### src/rtl/contador.sv
// ---------------------------------------------------------------------------
// contador: loadable up/down binary counter with count enable.
//
// Ports:
//   clk      - system clock, state updates on rising edge
//   rst      - asynchronous active-low reset, clears the count immediately
//   data_in  - parallel load value
//   load     - synchronous load request (highest priority)
//   con      - count enable; 0 holds the current value
//   cup      - count direction; 1 = up, 0 = down
//   data_out - current count, driven straight from the state register
// ---------------------------------------------------------------------------
module contador #(
   parameter int unsigned WIDTH = 4
) (
   input  logic             clk,
   input  logic             rst,
   input  logic [WIDTH-1:0] data_in,
   input  logic             load,
   input  logic             con,
   input  logic             cup,
   output logic [WIDTH-1:0] data_out
);

   logic [WIDTH-1:0] count_q;
   logic [WIDTH-1:0] count_nxt;

   // Next-count selection: load beats counting; arithmetic wraps modulo 2^WIDTH.
   always_comb begin
      count_nxt = count_q;
      if (load) begin
         count_nxt = data_in;
      end else if (con) begin
         if (cup) begin
            count_nxt = count_q + WIDTH'(1);
         end else begin
            count_nxt = count_q - WIDTH'(1);
         end
      end
   end

   // Count register.
   always_ff @(posedge clk or negedge rst) begin
      if (!rst) begin
         count_q <= '0;
      end else begin
         count_q <= count_nxt;
      end
   end

   assign data_out = count_q;

endmodule

### config.mk
export PLATFORM = sky130hd
export DESIGN_NAME = contador
export DESIGN_NICKNAME = d
export VERILOG_FILES = /design/src/rtl/contador.sv
export SDC_FILE = /design/constraint.sdc
export NUM_CORES = 1
export LEC_CHECK = 0
export BUFFER_PORTS_ARGS = -buffer_cell sky130_fd_sc_hd__buf_4
export CAP_MARGIN = 20
export CORE_AREA = 3 3 40 42
export CTS_BUF_LIST = sky130_fd_sc_hd__clkbuf_8
export CTS_CLUSTER_SIZE = 12
export DETAILED_ROUTE_END_ITERATION = 12
export DIE_AREA = 0 0 43 45
export SLEW_MARGIN = 5
export SYNTH_ARGS = -nofsm -noshare
export SYNTH_HDL_FRONTEND = slang
export SYNTH_SLANG_ARGS = --single-unit
### constraint.sdc
create_clock -name clk -period 1.8 [get_ports clk]
set_clock_uncertainty 0.1 [all_clocks]
set_input_delay 0.36 -clock clk [delete_from_list [all_inputs] [get_ports clk]]
set_output_delay 0.36 -clock clk [all_outputs]
set_load 0.02 [all_outputs]
==> impl_metrics.sql <==
INSERT INTO impl_metrics (metric_group, metric, value, unit) VALUES
('status', 'outcome', 'completed', ''),
('global_routing', 'grt_first_pass_wirelength', '1330', 'um'),
('setup_path', 'cp_slowest_cell', 'sky130_fd_sc_hd__dfrtp_1', ''),
('timing', 'timing.final.hold_violations', '0', ''),
('synth', 'part_of_the_yosys_area_used_for_sequential_elements', '0.321', ''),
('placed_design', 'place.gp.congestion', '0.749', ''),
('floorplan', 'pin_count', '13', ''),
('setup_path', 'worst_ep_arrival_time', '1.50', 'ns'),
('timing', 'rsz_0062_raised_after_global_routing', 'no', ''),
('floorplan', 'start_util', '0.242', ''),
('clock_network', 'cts.root.buffer_cell', 'sky130_fd_sc_hd__clkbuf_8', ''),
('setup_path', 'worstSetupPathDepth', '4', ''),
('pwr', 'design_power_total', '445', 'uW'),
('cells_and_area', 'final_layout_size_suffix_gt1_frac', '0.326', ''),
('timing', 'final.period_utilization', '0.804', ''),
('cells_and_area', 'layout-area-overhead-vs-synth', '47.8', '%'),
('global_routing', 'grt_antenna_before_repair', '0', ''),
('synth', 'synth.top_cells.by_area', 'sky130_fd_sc_hd__dfrtp_1 (32%), sky130_fd_sc_hd__ha_1 (8.0%), sky130_fd_sc_hd__fa_1 (6.4%)', ''),
('synth', 'register_bit_count_reported_by_yosys', '4', ''),
('setup_path', 'r2r_cells', '4', ''),
('setup_path', 'critPathCaptureType', 'flip-flop', ''),
('setup_path', 'critPathBufInv', '0', ''),
('clock_network', 'clock_sink_count', '4', ''),
('setup_path', 'worst-path-max-fanout', '4', ''),
('detailed_routing', 'postRouteWirelength', '682', 'um'),
('setup_path', 'critPathTopFamily', 'compound AO/OA/AOI/OAI gates', ''),
('detailed_routing', 'final_antenna_net_count', '0', ''),
('setup_path', 'critical_path.max_stage_delay', '0.41', 'ns'),
('job', 'max-cap-violations', '0', ''),
('detailed_routing', 'drt_first_iter_violations', '4', ''),
('synth', 'yosysTopAreaCellShare', '0.321', ''),
('setup_path', 'critical_path.startpoint_type', 'flip-flop', ''),
('setup_path', 'cp.required', '1.85', 'ns'),
('clock_network', 'clock_latency_reported_for_the_late_side_of_the_worst_skew_pair', '0.22', 'ns'),
('global_routing', 'total_routing_usage_gr', '0.0970', ''),
('cells_and_area', 'mostFrequentLayoutCell', 'sky130_fd_sc_hd__buf_4', ''),
('clock_network', 'clock_path_buffers', '2', ''),
('cells_and_area', 'largest_register_ff_count', '4', ''),
('synth', 'cell_taking_the_most_area_after_synthesis', 'sky130_fd_sc_hd__dfrtp_1', ''),
('floorplan', 'rows', '13', ''),
('pwr', 'power.leakage', '0.220', 'nW'),
('timing', 'timing.final.crit_period', '1.45', 'ns'),
('setup_path', 'timing.critical_path.cells', 'ha_1 -> a21o_1 -> a221o_1 -> nand3_1', ''),
('timing', 'worst_pin_slew', '0.227', 'ns'),
('cells_and_area', 'insertedDiodeCount', '0', ''),
('clock_network', 'postCtsSetupBuffers', '0', ''),
('timing', 'fmax', '691', 'MHz'),
('setup_path', 'beginning_of_the_critical_path', 'data_out[1]', ''),
('timing', 'timing.slew.headroom', '0.847', ''),
('worst_hold_path', 'hold_class', 'primary input to flip-flop', ''),
('cells_and_area', 'layout.cells.most_common_list', 'sky130_fd_sc_hd__buf_4 (12), sky130_fd_sc_hd__dfrtp_1 (4), sky130_fd_sc_hd__nand2_1 (3), sky130_fd_sc_hd__o21ai_0 (3), sky130_fd_sc_hd__clkbuf_8 (3)', ''),
('timing', 'report.final.setup_viol', '0', ''),
('clock_network', 'htree_levels', '1', ''),
('clock_network', 'cts_tree', 'yes', ''),
('setup_path', 'r2r-start', 'data_out[1]', ''),
('floorplan', 'core_area', '0.00128', 'mm^2'),
('timing', 'setup_total_negative_slack', '0', 'ns'),
('global_routing', 'grt_max_degree', '13', ''),
('detailed_routing', 'drtPass1Iterations', '2', ''),
('cells_and_area', 'finish.net_count', '60', ''),
('pwr', 'pwr_density_cell', '967', 'mW/mm^2'),
('clock_network', 'cts_hold_buf', '1', ''),
('clock_network', 'cts_buffers', '3', ''),
('detailed_routing', 'wire_per_inst', '11.2', 'um'),
('floorplan', 'horizontal_extent_of_the_die', '43', 'um'),
('synth', 'syn_area_per_cell', '9.74', 'um^2'),
('synth', 'synth_cells', '32', ''),
('detailed_routing', 'via_per_inst', '4.70', ''),
('synth', 'synth_warn', '0', ''),
('synth', 'mappedNetlistNets', '44', ''),
('setup_path', 'reg2reg_setup_slack', '0.35', 'ns');
[power breakdown]
group          switching [mW]  leakage (nW)  total, mW  internal (mW)
Sequential             0.0189        0.0480      0.124          0.105
Combinational          0.0644         0.151      0.134         0.0694
Clock                  0.0447        0.0216      0.187          0.142
[cells by family after synthesis]
kind of cell / count (synthesis) / synth area share
and+or+nand+nor: 10 / 0.193
AOI/OAI and AO/OA: 8 / 0.173
DFF: 4 / 0.321
buffers and inverters: 3 / 0.0482
adders and majority gates: 3 / 0.145
xor gates and xnor gates: 2 / 0.0562
muxes: 2 / 0.0643
[per-stage QoR]
step | utilization | worst slack [ns] | hold WS [ns] | instances | instance area, um^2
after floorplan | - | 0.305 | -0.0356 | 32 | 312
after global placement | 0.318 | 0.210 | 0.0623 | 57 | 409
after global routing | 0.358 | 0.276 | 0.261 | 61 | 460
after detailed placement | 0.318 | 0.201 | 0.0624 | 57 | 409
after CTS | 0.358 | 0.344 | 0.243 | 61 | 460
final | 0.358 | 0.352 | 0.246 | 61 | 460
[worst register-to-register path: cells and delay by family (launching register included)]
| family | cells | cell delay, ns |
|---|---|---|
| flops | 1 | 0.41 |
| compound gates | 2 | 0.49 |
| simple gates | 1 | 0.08 |
| fa+ha+maj | 1 | 0.31 |
[layer usage]
metal / share of wire / track usage / up-vias
met5: 0 / 0 / -
met4: 0.041 / 0.0904 / 0
met3: 0.078 / 0.0359 / 3
met2: 0.42 / 0.141 / 12
met1: 0.46 / 0.110 / 126
li1: - / - / 146
[worst min-delay path by stage]
| stage | from | cells past startpoint | slack (ns) | endpoint |
|---|---|---|---|---|
| floorplan | rst | 0 | -0.04 | data_out[0] |
| global placement | rst | 1 | 0.06 | data_out[0] |
| detailed placement | rst | 1 | 0.06 | data_out[0] |
| CTS | data_in[2] | 3 | 0.24 | data_out[2] |
| global route | data_in[0] | 3 | 0.26 | data_out[0] |
| finish | data_in[2] | 3 | 0.25 | data_out[2] |
[synthesized netlist by cell type (all sizes together)]
cell,n
nand2,3
nor4bb,1
a21o,1
nand3b,1
o21ai,3
nor3b,1
ha,2
o2bb2ai,1
xnor2,1
mux2i,2
or4b,1
fa,1
xor2,1
nor2,1
a22oi,1
a21oi,1
inv,1
dfrtp,4
clkbuf,1
nand3,2
buf,1
a221o,1
[cell type report]
type	instances	area, um^2
fill	145	825
inverter	1	3.75
multi-input combinational	25	196
timing repair buffer	13	100
clock buffer	3	41.3
sequential	4	100
tap	15	18.8
No activity file was read; power rests on OpenSTA's default activity.
